==> src/rtl/bmp_frame_ctrl.sv <==
// ----------------------------------------------------------------------------
// bmp_frame_ctrl
//   Frame sequencer between a show-ahead pixel FIFO and a BMP byte encoder.
//   A trigger (held in a 1-deep pending flag) starts the encoder once it is
//   ready; the encoder then pulls source bytes one at a time, B, G, R per
//   pixel, and the controller pops the FIFO after the R byte of each pixel.
//
//   Optional feature: define BMP_CTRL_TIMEOUT_EN to build the RUN-state
//   watchdog. Without it the ERR state is unreachable and timeout_o is 0.
//
// Ports
//   sys_clk_i       in   clock, rising edge
//   sys_rst_n_i     in   asynchronous active-low reset
//   frame_trig_i    in   request encoding of one frame (pulse)
//   pix_empty_i     in   pixel FIFO empty
//   pix_data_i      in   head-of-FIFO pixel {R,G,B}
//   pix_rd_o        out  FIFO pop, same cycle as the R-byte request
//   enc_ready_i     in   encoder idle/ready
//   enc_start_o     out  one-cycle encoder start
//   enc_src_req_i   in   encoder requests one source byte
//   enc_src_data_o  out  registered source byte (1-cycle latency)
//   enc_done_i      in   encoder frame complete
//   busy_o          out  high in any state except IDLE
//   frame_cnt_o     out  completed-frame counter (wraps)
//   underflow_o     out  sticky: byte requested while FIFO empty
//   timeout_o       out  encoder stalled (watchdog build only)
// ----------------------------------------------------------------------------
module bmp_frame_ctrl #(
    parameter logic [15:0] BMP_WIDTH   = 16'd8,
    parameter logic [15:0] BMP_HEIGHT  = 16'd8,
    parameter logic [31:0] TIMEOUT_CYC = 32'd4096
) (
    input  logic        sys_clk_i,
    input  logic        sys_rst_n_i,
    input  logic        frame_trig_i,
    input  logic        pix_empty_i,
    input  logic [23:0] pix_data_i,
    output logic        pix_rd_o,
    input  logic        enc_ready_i,
    output logic        enc_start_o,
    input  logic        enc_src_req_i,
    output logic [7:0]  enc_src_data_o,
    input  logic        enc_done_i,
    output logic        busy_o,
    output logic [15:0] frame_cnt_o,
    output logic        underflow_o,
    output logic        timeout_o
);

    localparam logic [31:0] PIX_TOTAL = {16'd0, BMP_WIDTH} * {16'd0, BMP_HEIGHT};

    typedef enum logic [2:0] {
        S_IDLE,
        S_START,
        S_RUN,
        S_DONE,
        S_ERR
    } state_t;

    state_t      state;
    logic        pending;
    logic [1:0]  byte_idx;
    logic [31:0] pix_cnt;
    logic        req_run;
    logic        frame_left;

    // Byte order inside a pixel: 0 = B, 1 = G, 2 = R.
    function automatic logic [7:0] sel_byte(input logic [23:0] px, input logic [1:0] idx);
        case (idx)
            2'd0:    sel_byte = px[7:0];
            2'd1:    sel_byte = px[15:8];
            default: sel_byte = px[23:16];
        endcase
    endfunction

    assign req_run    = (state == S_RUN) && enc_src_req_i;
    assign frame_left = (pix_cnt < PIX_TOTAL);

    // The pop must land in the request cycle so the show-ahead FIFO presents
    // the next pixel by the time the following B byte is requested.
    assign pix_rd_o = req_run && frame_left && (byte_idx == 2'd2) && !pix_empty_i;

`ifdef BMP_CTRL_TIMEOUT_EN
    logic [31:0] wd_cnt;
    logic        timeout_q;
    assign timeout_o = timeout_q;
`else
    assign timeout_o = 1'b0;
`endif

    always_ff @(posedge sys_clk_i or negedge sys_rst_n_i) begin
        if (!sys_rst_n_i) begin
            state          <= S_IDLE;
            pending        <= 1'b0;
            byte_idx       <= 2'd0;
            pix_cnt        <= 32'd0;
            enc_start_o    <= 1'b0;
            enc_src_data_o <= 8'h00;
            busy_o         <= 1'b0;
            frame_cnt_o    <= 16'd0;
            underflow_o    <= 1'b0;
`ifdef BMP_CTRL_TIMEOUT_EN
            wd_cnt         <= 32'd0;
            timeout_q      <= 1'b0;
`endif
        end else begin
            enc_start_o <= 1'b0;
            // Triggers merge into the single pending flag; the IDLE take
            // below overrides this so one trigger never yields two frames.
            if (frame_trig_i) begin
                pending <= 1'b1;
            end

            case (state)
                S_IDLE: begin
                    if (pending && enc_ready_i) begin
                        state   <= S_START;
                        pending <= 1'b0;
                        busy_o  <= 1'b1;
                    end
                end

                S_START: begin
                    state       <= S_RUN;
                    enc_start_o <= 1'b1;
                    byte_idx    <= 2'd0;
                    pix_cnt     <= 32'd0;
`ifdef BMP_CTRL_TIMEOUT_EN
                    wd_cnt      <= 32'd0;
`endif
                end

                S_RUN: begin
                    if (enc_src_req_i) begin
                        if (frame_left) begin
                            // Empty FIFO still advances the position so the
                            // byte stream stays aligned to pixel boundaries.
                            enc_src_data_o <= pix_empty_i ? 8'h00 : sel_byte(pix_data_i, byte_idx);
                            if (pix_empty_i) begin
                                underflow_o <= 1'b1;
                            end
                            if (byte_idx == 2'd2) begin
                                byte_idx <= 2'd0;
                                pix_cnt  <= pix_cnt + 32'd1;
                            end else begin
                                byte_idx <= byte_idx + 2'd1;
                            end
                        end else begin
                            enc_src_data_o <= 8'h00;
                        end
                    end
`ifdef BMP_CTRL_TIMEOUT_EN
                    wd_cnt <= enc_src_req_i ? 32'd0 : wd_cnt + 32'd1;
                    if (enc_done_i) begin
                        state <= S_DONE;
                    end else if (!enc_src_req_i && (wd_cnt + 32'd1 >= TIMEOUT_CYC)) begin
                        state     <= S_ERR;
                        timeout_q <= 1'b1;
                    end
`else
                    if (enc_done_i) begin
                        state <= S_DONE;
                    end
`endif
                end

                S_DONE: begin
                    frame_cnt_o <= frame_cnt_o + 16'd1;
                    state       <= S_IDLE;
                    busy_o      <= 1'b0;
                end

                S_ERR: begin
`ifdef BMP_CTRL_TIMEOUT_EN
                    if (frame_trig_i) begin
                        state     <= S_IDLE;
                        busy_o    <= 1'b0;
                        timeout_q <= 1'b0;
                    end
`else
                    state  <= S_IDLE;
                    busy_o <= 1'b0;
`endif
                end

                default: begin
                    state  <= S_IDLE;
                    busy_o <= 1'b0;
                end
            endcase
        end
    end

endmodule

==> config.mk <==
export PLATFORM = sky130hd
export DESIGN_NAME = bmp_frame_ctrl
export DESIGN_NICKNAME = d
export VERILOG_FILES = /design/src/rtl/bmp_frame_ctrl.sv
export SDC_FILE = /design/constraint.sdc
export NUM_CORES = 1
export LEC_CHECK = 0
export BUFFER_PORTS_ARGS = -buffer_cell sky130_fd_sc_hd__buf_2
export CAP_MARGIN = 20
export CORE_ASPECT_RATIO = 0.7
export CORE_MARGIN = 5
export CORE_UTILIZATION = 60
export CTS_BUF_LIST = sky130_fd_sc_hd__clkbuf_4
export DETAILED_ROUTE_END_ITERATION = 10
export PLACE_DENSITY = 0.95
export SYNTH_ARGS = -nofsm -noshare
export SYNTH_HDL_FRONTEND = slang
export SYNTH_SLANG_ARGS = --single-unit
==> constraint.sdc <==
create_clock -name sys_clk_i -period 3.8 [get_ports sys_clk_i]
set_clock_uncertainty 0.1 [all_clocks]
set_input_delay 0.19 -clock sys_clk_i [delete_from_list [all_inputs] [get_ports sys_clk_i]]
set_output_delay 0.19 -clock sys_clk_i [all_outputs]
set_load 0.03 [all_outputs]
Yosys cells after proc, flatten, opt, wreduce, memory -nomap -nowiden
Index checks and enable logic that the tools add are counted.
{"block": "op_classes", "addsub": 3, "n_mul": 0, "div_mod_pow": 0, "order_cmp": 1, "eq_ne": 10, "shift": 0, "mux": 20, "bitwise": 1, "reduce_logical": 16}
{"cell": "32-bit 2-to-1 mux", "count": 3}
{"cell": "32-bit one-hot mux with 2 select lines", "count": 1}
{"cell": "32-bit by 1-bit adder with 32-bit output (second input constant)", "count": 1}
{"cell": "32-bit by 7-bit < comparator with 1-bit output (second input constant)", "count": 1}
{"cell": "16-bit by 1-bit adder with 16-bit output (second input constant)", "count": 1}
{"cell": "8-bit 2-to-1 mux", "count": 2}
{"cell": "8-bit one-hot mux with 2 select lines", "count": 1}
{"cell": "3-bit one-hot mux with 3 select lines", "count": 1}
{"cell": "2-bit != test (second input constant)", "count": 4}
{"cell": "4-bit AND reduction", "count": 2}
{"cell": "3-bit by 2-bit equality test with 1-bit output (second input constant)", "count": 2}
{"cell": "2-bit 2-to-1 mux", "count": 3}
{"cell": "3-bit 2-to-1 mux", "count": 2}
{"cell": "2-bit AND reduction", "count": 3}
{"cell": "1-bit logical AND", "count": 5}
{"cell": "1-bit 2-to-1 mux", "count": 5}
{"cell": "2-bit one-hot mux with 2 select lines", "count": 1}
{"cell": "3-bit by 1-bit equality test with 1-bit output (second input constant)", "count": 1}
{"cell": "3-bit logical NOT", "count": 1}
{"cell": "3-bit AND reduction", "count": 1}
{"cell": "2-bit by 1-bit adder with 2-bit output (second input constant)", "count": 1}
{"cell": "2-bit by 1-bit equality test with 1-bit output (second input constant)", "count": 1}
{"cell": "2-bit equality test (second input constant)", "count": 1}
{"cell": "2-bit logical NOT", "count": 1}
{"cell": "6 further kinds", "count": 6}
{"block": "totals", "ff_bits": 65, "latchBits": 0, "ram_bits": 0, "romBits": 0, "input_bits": 31, "out_inout_bits": 29, "word_cells": 60, "memories": 0}

Longest topological paths before layout
Gate-level depths: netlist of run 1.
{"block": "logic_depth", "word_depth": 5, "ltp_mapped": 7, "depth_no_buf": 6}

Worst setup path after synthesis of run 1
OpenSTA, ideal clock, no wires.
{"block": "synth_path", "path_type": "register to output", "startpoint": "register state[0]", "endpoint": "output port pix_rd_o", "arrival_time_ps": 2028, "t_required_ps": 3510, "setup_slack_ps": 1482, "stages_incl_launch_ff": 7, "path_buffers": 1, "cell_sequence": "dfrtp_1 inv_1 ha_1 and4bb_2 nand4_2 clkbuf_1 nor3_1"}
{"block": "synth_via", "elab_chain_cells": 5}
{"item": "start, declared", "line": "60", "source": "state_t state;"}
{"item": "start signal, assigned", "line": "93", "source": "state <= S_IDLE;"}
{"item": "start signal, assigned", "line": "117", "source": "state <= S_START;"}
{"item": "start signal, assigned", "line": "124", "source": "state <= S_RUN;"}
{"item": "3-bit by 2-bit equality test with 1-bit output", "line": "76", "source": "assign req_run = (state == S_RUN) && enc_src_req_i;"}
{"item": "1-bit logical AND", "line": "76"}
{"item": "1-bit logical AND (3 in series)", "line": "81", "source": "assign pix_rd_o = req_run && frame_left && (byte_idx == 2'd2) && !pix_empty_i;"}
{"item": "end, declared", "line": "38", "source": "output logic pix_rd_o,"}
No other way between the ends.

Worst setup path in the final report of run 1
Same ends and word-level chain as after synthesis.

==> summary.txt, run 1 <==
Outcome
  – Status: complete, no violations

GRT
  – First-pass GRT wire length: 9.55 mm
  – Initial antenna violation count: 0
  – GRT Util Overall: 20.0%
  – Vias in the first global route: 1992
  – Largest net degree at the start of global routing: 38
  – Global route total overflow: 0

Power and ir drop
  – P_leak: 1.66 nW
  – Power density over the cells: 630 mW/mm²
  – Maximum VDD drop: 0.473 mV

Place
  – Final HPWL DP: 3.88 mm
  – Routability congestion estimate: 0.766
  – Placed Area: 0.00315 mm²
  – Port Buf Inserts: 58

Synthesis
  – Top-count cell post-synth: dfrtp_1
  – Syn_nets: 276
  – Post-synth top area cell: dfrtp_1
  – FF+latch count, synth: 64
  – Post-synth top flop: dfrtp_1
  – Post-synth EDFFs: 0
  – Synth cell types: 42
  – Synth Instances: 239
  – Mapped Avg Cell Area: 11.8 µm²
  – Most frequent cells after synthesis: 64 x dfrtp_1, 25 x and2_1, 24 x nand2_1
  – Area contributors post-synth: dfrtp_1 57%, and2_1 5.5%, mux2i_1 4.3%
  – Post-synth top area share: 56.8%
  – Post-synthesis sequential area ratio: 56.8%
  – Synth warn: 0
  – Area of the mapped netlist: 0.00282 mm²
  – Asr flop ratio synth: 100%

Floorplanning
  – Ports: 60
  – Initial core utilization: 63.3%
  – Die ar.: 0.00620 mm²
  – Die Y: 67.4 µm
  – Row cnt: 20
  – Die width: 92.0 µm
  – Core area: 0.00445 mm²

Timing
  – Slew @ Worst Pin: 0.962 ns
  – Final count of pins violating max slew: 0
  – Post-route clock period utilization: 69.6%
  – Achievable Freq: 378 MHz
  – RSZ-0062 raised after global routing: no
  – Total negative setup slack: 0 ns
  – Final hold vios: 0
  – Min cycle time layout: 2.64 ns
  – Setup Viol. Count Final: 0
  – Max transition margin: 35.8%

Worst setup path
  – Critical Path Fanout Max: 16
  – Crit path from: state[0]
  – R2r endpoint: pix_cnt[5]
  – Crit-path max cell delay: 0.42 ns
  – Kind of critical path: flop to output pin
  – CP delay by family, top: simple AND/OR/NAND/NOR gates
  – CP max stage cell: dfrtp_1
  – Crit path depth: 6
  – Crit end category: output pin
  – Reg2Reg Setup Slack: 1.46 ns
  – Reg-to-Reg Start: state[0]
  – Register-to-Register Path Depth: 6
  – Worst Path Required: 3.51 ns
  – CP Data Arrival Time: 2.35 ns
  – Crit path to: pix_rd_o
  – Worst-path cell chain: inv_1 > ha_1 > and4bb_2 > nand4_2 > nor3_1 > buf_2
  – CP Launch Type: flop
  – Buffers & Inverters on Critical Path: 2

Detailed routing
  – Remaining DRCs: 0
  – Vias/cell: 5.54
  – Wire length per cell: 15.0 µm
  – 1st-pass router iterations: 4
  – DRT iter0 DRCs: 138
  – DR vias: 2012
  – DRT Wirelength: 5.44 mm
  – Post-DRT Antenna Nets: 0

Clock tree
  – Max Root-Sink Buffers: 2
  – Count of hold buffers inserted by post-cts repair: 4
  – # resized after CTS: 0
  – Htree depth: 3
  – TritonCTS clock tree: built
  – Setup Fix Bufs, Post-CTS: 0
  – CTS buffer count: 9
  – Clock Latency Late Sink: 0.40 ns
  – Sink Count: 64
  – CTS Root Cell: clkbuf_4
  – Worst-path clk slew: 0.09 ns

Layout
  – Nets: 341
  – Finished Core Util: 75.0%
  – Post-route cell area: 0.00334 mm²
  – Diodes inserted: 0
  – Final-layout fill cell count: 309
  – Share of layout cells above drive strength 1: 27.6%
  – Area growth syn-to-layout: 18.4%

Hold path
  – HP Class: input port to flop

Run
  – Max-cap viol count: 0
[tightest hold or removal path, delay by kind of cell]
| kind | cells | cell delay [ns] |
|---|---|---|
| AO/OA/AOI/OAI | 2 | 0.20 |
| AND/OR/NAND/NOR | 1 | 0.04 |
| buffers and inverters | 1 | 0.08 |
[metal layers]
| layer | GRT usage (%) | up-vias | share of wire [%] |
|---|---|---|---|
| met4 | 5.00 | 0 | 0.50 |
| met2 | 30.1 | 75 | 44 |
| li1 | - | 969 | - |
| met3 | 9.13 | 4 | 8.8 |
| met1 | 26.8 | 964 | 47 |
| met5 | 0 | - | 0 |
[placed cells by master (no fill, tap or decap), types with 6 or more instances in the layout]
cell      instances
nand2_1          24
a22o_1            8
mux2i_1          12
nand3_1           7
o21ai_0           9
nor2_1            8
buf_2            58
clkbuf_4         11
dfrtp_1          64
xnor2_1          11
and2_1           25
ha_1              6
[power by group]
group | leakage [nW] | internal, mW | switching, mW
clock network | 0.0867 | 0.276 | 0.223
logic | 0.707 | 0.257 | 0.430
registers | 0.863 | 0.792 | 0.126
total | 1.66 | 1.32 | 0.779
[cells by family after synthesis]
group,share of synthesized area [%]
adder cells (fa/ha/maj),2.66
buffers and inverters,1.91
flip-flops,56.8
other,0.133
multiplexers,4.66
AND/OR/NAND/NOR,20.9
AO/OA/AOI/OAI,8.34
XOR/XNOR,4.66
[worst min path at each step]
stage / start / to / slack [ns] / cells after the start
6_report: pix_data_i[18] / enc_src_data_o[2] / 0.04 / 4
5_1_grt: pix_data_i[21] / enc_src_data_o[5] / 0.02 / 4
4_1_cts: pix_data_i[21] / enc_src_data_o[5] / 0.02 / 4
3_5_place_dp: sys_rst_n_i / enc_src_data_o[2] / 0.14 / 1
3_3_place_gp: sys_rst_n_i / enc_src_data_o[6] / 0.13 / 1
2_1_floorplan: sys_rst_n_i / busy_o / -0.21 / 0
[state kept, by name, indices dropped and copies added (netlist names)]
name	flops
pix_cnt	32
state	2
underflow_o	1
busy_o	1
frame_cnt_o	16
enc_start_o	1
pending	1
enc_src_data_o	8
byte_idx	2
[final cells by class]
class / instances / area (µm²) / share of cell area, %
multi-input cells: 162 / 1170 / 34.9
clock buffers: 11 / 82.6 / 2.47
well taps: 55 / 68.8 / 2.06
inverters: 4 / 15.0 / 0.449
repair buffers: 63 / 338 / 10.1
clock inverters: 4 / 70.1 / 2.10
flip-flops and latches: 64 / 1600 / 47.9
[through the flow]
stage | worst slack, ns | power (mW) | hold WS, ns | instances
floorplan | 1.48 | 1.41 | -0.206 | 239
global placement | 1.63 | 1.58 | 0.125 | 344
detailed placement | 1.48 | 1.61 | 0.137 | 344
CTS | 1.14 | 2.12 | 0.0199 | 363
global route | 0.937 | 2.24 | 0.0174 | 363
finish | 1.16 | 2.10 | 0.0381 | 363
Power figures use the tool's default switching activity.
==> run 2, diff against run 1 <==
--- a/config.mk
+++ b/config.mk
@@ -9,10 +9,10 @@
 export CAP_MARGIN = 20
 export CORE_ASPECT_RATIO = 0.7
 export CORE_MARGIN = 5
-export CORE_UTILIZATION = 60
+export CORE_UTILIZATION = 51
 export CTS_BUF_LIST = sky130_fd_sc_hd__clkbuf_4
 export DETAILED_ROUTE_END_ITERATION = 10
-export PLACE_DENSITY = 0.95
+export PLACE_DENSITY = 0.86
 export SYNTH_ARGS = -nofsm -noshare
 export SYNTH_HDL_FRONTEND = slang
 export SYNTH_SLANG_ARGS = --single-unit
==> constraint.sdc (replaced) <==
create_clock -name sys_clk_i -period 2.29 [get_ports sys_clk_i]
set_clock_uncertainty 0.1 [all_clocks]
set_input_delay 0.1145 -clock sys_clk_i [delete_from_list [all_inputs] [get_ports sys_clk_i]]
set_output_delay 0.1145 -clock sys_clk_i [all_outputs]
set_load 0.03 [all_outputs]
==> run 2 against run 1 <==
Power grew 72%. Worst setup slack got worse by 1.0 ns. Wire length is 1.9% higher. Sequential power rose by 59%. Sequential cell count is the same. Register-to-register slack got worse by 1.3 ns. Critical path type is now flop to flop. Non-clock buffer count up 18. Critical path depth grew 1. Utilization decreased by 8.0 points. Die area increased by 15%. Clock power increased by 70%. Via count up 1.4%. Critical endpoint is now pix_cnt[4].
==> summary.txt, run 2 (synthesis results as in run 1) <==
Outcome
  – Status: complete, no violations

Clock tree
  – Max Root-Sink Buffers: 2
  – Htree depth: 3
  – CTS Root Cell: clkbuf_4
  – Clock Latency Late Sink: 0.40 ns
  – TritonCTS clock tree: built
  – Worst-path clk slew: 0.10 ns
  – CTS buffer count: 9
  – Sink Count: 64

Layout
  – Area growth syn-to-layout: 26.1%
  – Top Registers: pix_cnt x32, frame_cnt_o x16, enc_src_data_o x8
  – Most common cell after layout, fill and taps aside: dfrtp_1
  – Largest register FFs: 32
  – Share of layout cells above drive strength 1: 29.7%
  – Most frequent cells in the layout: 64 x dfrtp_1, 57 x buf_2, 25 x and2_1, 24 x nand2_1
  – Diodes inserted: 0
  – Nets: 359
  – Non-Filler Instances: 399
  – Largest register by flop count: pix_cnt

Place
  – Port Buf Inserts: 58
  – Worst slack, placed: 0.247 ns
  – Placed cell count: 367
  – Routability congestion estimate: 0.801
  – Final HPWL DP: 3.91 mm

Timing
  – Post-route clock period utilization: 93.6%
  – Total negative setup slack: 0 ns
  – Slew @ Worst Pin: 0.562 ns
  – Hold_ws: 0.0438 ns
  – Setup slack after layout: 0.147 ns
  – Max transition margin: 62.2%
  – Setup Viol. Count Final: 0
  – Achievable Freq: 467 MHz
  – Min cycle time layout: 2.14 ns
  – Final hold vios: 0
  – Final count of pins violating max slew: 0

Floorplanning
  – Die width: 98.9 µm
  – Initial core utilization: 53.1%
  – Die Y: 72.2 µm
  – Row cnt: 22
  – Die ar.: 0.00714 mm²
  – Core area: 0.00531 mm²
  – Ports: 60

Detailed routing
  – DRT Wirelength: 5.54 mm
  – Vias/cell: 5.12
  – DRT iter0 DRCs: 136
  – DR vias: 2041
  – Wire length per cell: 13.9 µm
  – Remaining DRCs: 0
  – 1st-pass router iterations: 4
  – Post-DRT Antenna Nets: 0

GRT
  – Vias in the first global route: 1948
  – Initial antenna violation count: 0
  – Global route total overflow: 0
  – Largest net degree at the start of global routing: 44
  – GRT Util Overall: 16.2%
  – First-pass GRT wire length: 9.22 mm

Power and ir drop
  – Clock power share: 23.5%
  – Sw Pwr: 1.34 mW
  – Maximum VDD drop: 0.748 mV
  – Power density over the cells: 1010 mW/mm²
  – P_int: 2.27 mW
  – Gate power share: 36.1%
  – Register share of total power: 40.4%
  – Switch share: 37.2%
  – P_leak: 1.75 nW

Worst setup path
  – Kind of critical path: flop to flop
  – CP Launch Type: flop
  – Critical Path Fanout Max: 7
  – Worst Path Required: 2.51 ns
  – Crit end category: flop
  – CP Data Arrival Time: 2.37 ns

Run
  – Max-cap viol count: 0

Hold path
  – HP Class: input port to flop
run 2: cell types whose count changed in the layout (fill, tap and decap cells not counted), sizes merged:
| cell | before | now |
|---|---|---|
| clkbuf | 11 | 9 |
| dlygate4sd3 | 4 | 12 |
| clkinv | 2 | 5 |
| buf | 59 | 69 |
run 2: layout make-up:
cell class,count,area (µm²)
flip-flops and latches,64,1600
clock inverters,7,96.3
multi-input cells,162,1180
repair buffers,81,508
clock buffers,9,67.6
fillers,406,1750
inverters,4,15.0
well taps,72,90.1
run 2: stage by stage:
step / util (%) / instance area (µm²) / power (mW)
floorplan: - / 2820 / 2.34
global placement: 60.8 / 3230 / 2.70
detailed placement: 60.8 / 3230 / 2.73
CTS: 66.1 / 3510 / 3.62
global route: 67.0 / 3560 / 3.84
finish: 67.0 / 3560 / 3.61
run 2: final timing paths:
kind	slack (ns)	from	to	depth (start not counted)
setup / recovery	0.15	state[0]	pix_cnt[4]	7
hold / removal	0.04	enc_done_i	state[0]	4
setup reg to reg	0.15	state[0]	pix_cnt[4]	7
hold reg to reg	0.37	underflow_o	underflow_o	1
max in group asynchronous	1.38	sys_rst_n_i	frame_cnt_o[15]	3
min in group asynchronous	0.11	sys_rst_n_i	enc_src_data_o[7]	2
run 2: layer usage:
layer	global-route usage, %	up-vias	routed length [µm]	share of wire (%)
li1	-	1001	-	-
met2	23.7	72	2400	43
met3	6.72	9	448	8.1
met1	22.1	959	2620	47
met4	5.00	0	73	1.3
met5	0	-	0	0
run 2: power by group through the flow:
stage                     clock (mW)  sequential (mW)  combinational (mW)
after floorplan                    0             1.73               0.607
after global placement             0             1.48                1.22
after detailed placement           0             1.48                1.25
after CTS                      0.879             1.46                1.28
after global routing           0.924             1.49                1.42
final                          0.849             1.46                1.30
run 2: critical path, cell delays in order (launching register included):
cell	delay, ns
dfrtp_1	0.41
inv_1	0.11
ha_1	0.17
and4bb_2	0.26
nand4_4	0.16
buf_4	0.21
or4_1	0.50
a21boi_1	0.15
run 2: timing repair:
action                                  in CTS  in global routing
hold buffers                                12                  0
setup buffers                                0                  4
hold endpoints to repair                    75                  0
endpoints found under the setup margin       0                  1
resized for setup                            0                  3
==> run 3, diff against run 2 <==
--- a/config.mk
+++ b/config.mk
@@ -5,13 +5,14 @@
 export SDC_FILE = /design/constraint.sdc
 export NUM_CORES = 1
 export LEC_CHECK = 0
-export BUFFER_PORTS_ARGS = -buffer_cell sky130_fd_sc_hd__buf_2
+export ABC_AREA = 1
 export CAP_MARGIN = 20
 export CORE_ASPECT_RATIO = 0.7
 export CORE_MARGIN = 5
-export CORE_UTILIZATION = 51
+export CORE_UTILIZATION = 59
 export CTS_BUF_LIST = sky130_fd_sc_hd__clkbuf_4
 export DETAILED_ROUTE_END_ITERATION = 10
+export DONT_BUFFER_PORTS = 1
 export PLACE_DENSITY = 0.86
 export SYNTH_ARGS = -nofsm -noshare
 export SYNTH_HDL_FRONTEND = slang
==> run 3 against run 2 <==
Worst setup slack got worse by 0.063 ns. Clock-buffer cell count rose by 2. Critical path type unchanged. Die area is 7.3% lower. Power fell by 8.2%. Largest power group unchanged. Area after synthesis up 6.1%. Highest routed layer unchanged.
==> summary.txt, run 3 <==
GRT
  – Largest net degree at the start of global routing: 65
  – First-pass GRT wire length: 10.6 mm
  – Vias in the first global route: 2319
  – Global route total overflow: 0
  – Initial antenna violation count: 1
  – GRT Util Overall: 20.7%

Floorplanning
  – Die ar.: 0.00662 mm²
  – Die width: 95.1 µm
  – Ports: 60
  – Row cnt: 21
  – Core area: 0.00483 mm²
  – Initial core utilization: 61.9%
  – Die Y: 69.6 µm

Worst setup path
  – CP Data Arrival Time: 2.40 ns
  – Kind of critical path: flop to flop
  – CP Launch Type: flop
  – Crit end category: flop
  – Worst Path Required: 2.48 ns
  – Critical Path Fanout Max: 12
  – Reg2Reg Setup Slack: 0.08 ns

Clock tree
  – Setup Fix Bufs, Post-CTS: 0
  – Worst-path clk slew: 0.09 ns
  – TritonCTS clock tree: built
  – Htree depth: 3
  – Sink Count: 64
  – CTS Root Cell: clkbuf_4
  – CTS buffer count: 9
  – Clock Latency Late Sink: 0.39 ns
  – Max Root-Sink Buffers: 2

Detailed routing
  – Remaining DRCs: 0
  – DRT iter0 DRCs: 214
  – DRT Wirelength: 6.37 mm
  – Wire length per cell: 14.0 µm
  – Post-DRT Antenna Nets: 0
  – Vias/cell: 5.19
  – DR vias: 2367
  – 1st-pass router iterations: 5

Place
  – Routability congestion estimate: 0.763
  – Worst slack, placed: 0.352 ns
  – Placed Area: 0.00307 mm²
  – Final HPWL DP: 4.26 mm
  – Port Buf Inserts: 0
  – Placed cell count: 418

Outcome
  – Status: complete, no violations

Timing
  – Final count of pins violating max slew: 0
  – Setup Viol. Count Final: 0
  – Achievable Freq: 453 MHz
  – Setup slack after layout: 0.0843 ns
  – RSZ-0062 raised after global routing: no
  – Final hold vios: 0
  – Total negative setup slack: 0 ns
  – Min cycle time layout: 2.21 ns
  – Post-route clock period utilization: 96.3%

Synthesis
  – Asr flop ratio synth: 100%
  – Area of the mapped netlist: 0.00299 mm²
  – Syn_nets: 388
  – Post-synth EDFFs: 0
  – Synth cell types: 29
  – Mapped Avg Cell Area: 8.53 µm²
  – Area contributors post-synth: dfrtp_1 53%, nand2_1 12%, nor2_1 5.9%
  – Post-synth top flop: dfrtp_1
  – Post-synthesis sequential area ratio: 53.5%
  – Most frequent cells after synthesis: 95 x nand2_1, 64 x dfrtp_1, 47 x nor2_1
  – Post-synth top area cell: dfrtp_1
  – Synth Instances: 351
  – Post-synth top area share: 53.5%
  – FF+latch count, synth: 64
  – Top-count cell post-synth: nand2_1
  – Synth warn: 0

Power and ir drop
  – Maximum VDD drop: 0.573 mV
  – P_leak: 1.73 nW
  – Power density over the cells: 965 mW/mm²

Run
  – Max-cap viol count: 0

Layout
  – Top Registers: pix_cnt x32, frame_cnt_o x16, enc_src_data_o x8
  – Share of layout cells above drive strength 1: 9.84%
  – Most frequent cells in the layout: 95 x nand2_1, 64 x dfrtp_1, 45 x nor2_1, 44 x inv_1, 28 x nand3_1
  – Largest register by flop count: pix_cnt
  – Area growth syn-to-layout: 14.7%
  – Largest register FFs: 32
  – Finished Core Util: 71.0%
  – Most common cell after layout, fill and taps aside: nand2_1
  – Nets: 421
  – Post-route cell area: 0.00343 mm²
  – Non-Filler Instances: 456

Hold path
  – HP Class: input port to flop
[run 3: cell types whose count changed after synthesis, sizes merged, moves of 12 or more]
cell,change
mux2i,-12
nand3,+22
inv,+40
nor2,+46
and2,-24
nand2,+79
[run 3: path summary, 6_finish.rpt]
check	from	to	depth (start not counted)
worst max register to register	byte_idx[1]	enc_src_data_o[3]	6
min in group asynchronous	sys_rst_n_i	frame_cnt_o[3]	2
worst min register to register	pix_cnt[12]	pix_cnt[12]	2
worst min-delay path	enc_ready_i	state[0]	4
worst max-delay path	byte_idx[1]	enc_src_data_o[3]	6
max in group asynchronous	sys_rst_n_i	pix_cnt[12]	2
[run 3: cell type report]
class                           count  area, µm²
Fill cell                         372       1400
Antenna cell                        1       2.50
Timing Repair Buffer               28        288
Multi-Input combinational cell    235       1190
Clock buffer                       11       82.6
Inverter                           46        173
Tap cell                           69       86.3
Clock inverter                      2       10.0
Sequential cell                    64       1600
[run 3: critical path, stage by stage, from the launching register on]
cell and delay, ns:
dfrtp_1 0.54, nor2_2 0.43, nand2_1 0.11, nand3_1 0.09, dlygate4sd3_1 0.55, nand2_1 0.06
o21ai_0 0.22
[run 3: metal layers]
layer  up-vias  track usage, %  share of wire [%]  routed length, µm
li1       1146               -                  -                  -
met1      1100            25.3                 41               2590
met3        22            9.00                8.3                526
met5         -               0                  0                  0
met4         0            8.16                2.5                158
met2        99            32.0                 49               3090
[run 3: kinds of logic (layout without fill, tap and decap cells)]
group                      Yosys count  in the layout  share of synthesized area [%]
AOI/OAI and AO/OA                   18             18                           3.18
xor gates and xnor gates            15             15                           4.39
adders and majority gates            6              6                           2.51
buffers and inverters               52             87                           7.23
DFF                                 64             64                           53.5
other                                1              2                          0.125
and+or+nand+nor                    195            195                           29.1
[run 3: per-stage QoR]
stage	power (mW)	hold WS (ns)
after floorplan	2.30	-0.281
after global placement	2.46	-0.278
after detailed placement	2.51	-0.278
after CTS	3.27	0.0353
after global routing	3.54	0.100
final	3.31	0.0752
[run 3: what timing repair did]
| action | in CTS | in global routing |
|---|---|---|
| hold buffers | 24 | 0 |
| setup endpoints to repair | 0 | 9 |
| resized for setup | 0 | 4 |
| endpoints found under the hold margin | 77 | 0 |
[run 3: report_power, final]
group / internal, mW / switching [mW] / total (mW)
clock network: 0.227 / 0.353 / 0.580
logic: 0.419 / 0.675 / 1.09
registers: 1.28 / 0.356 / 1.64
total: 1.93 / 1.38 / 3.31
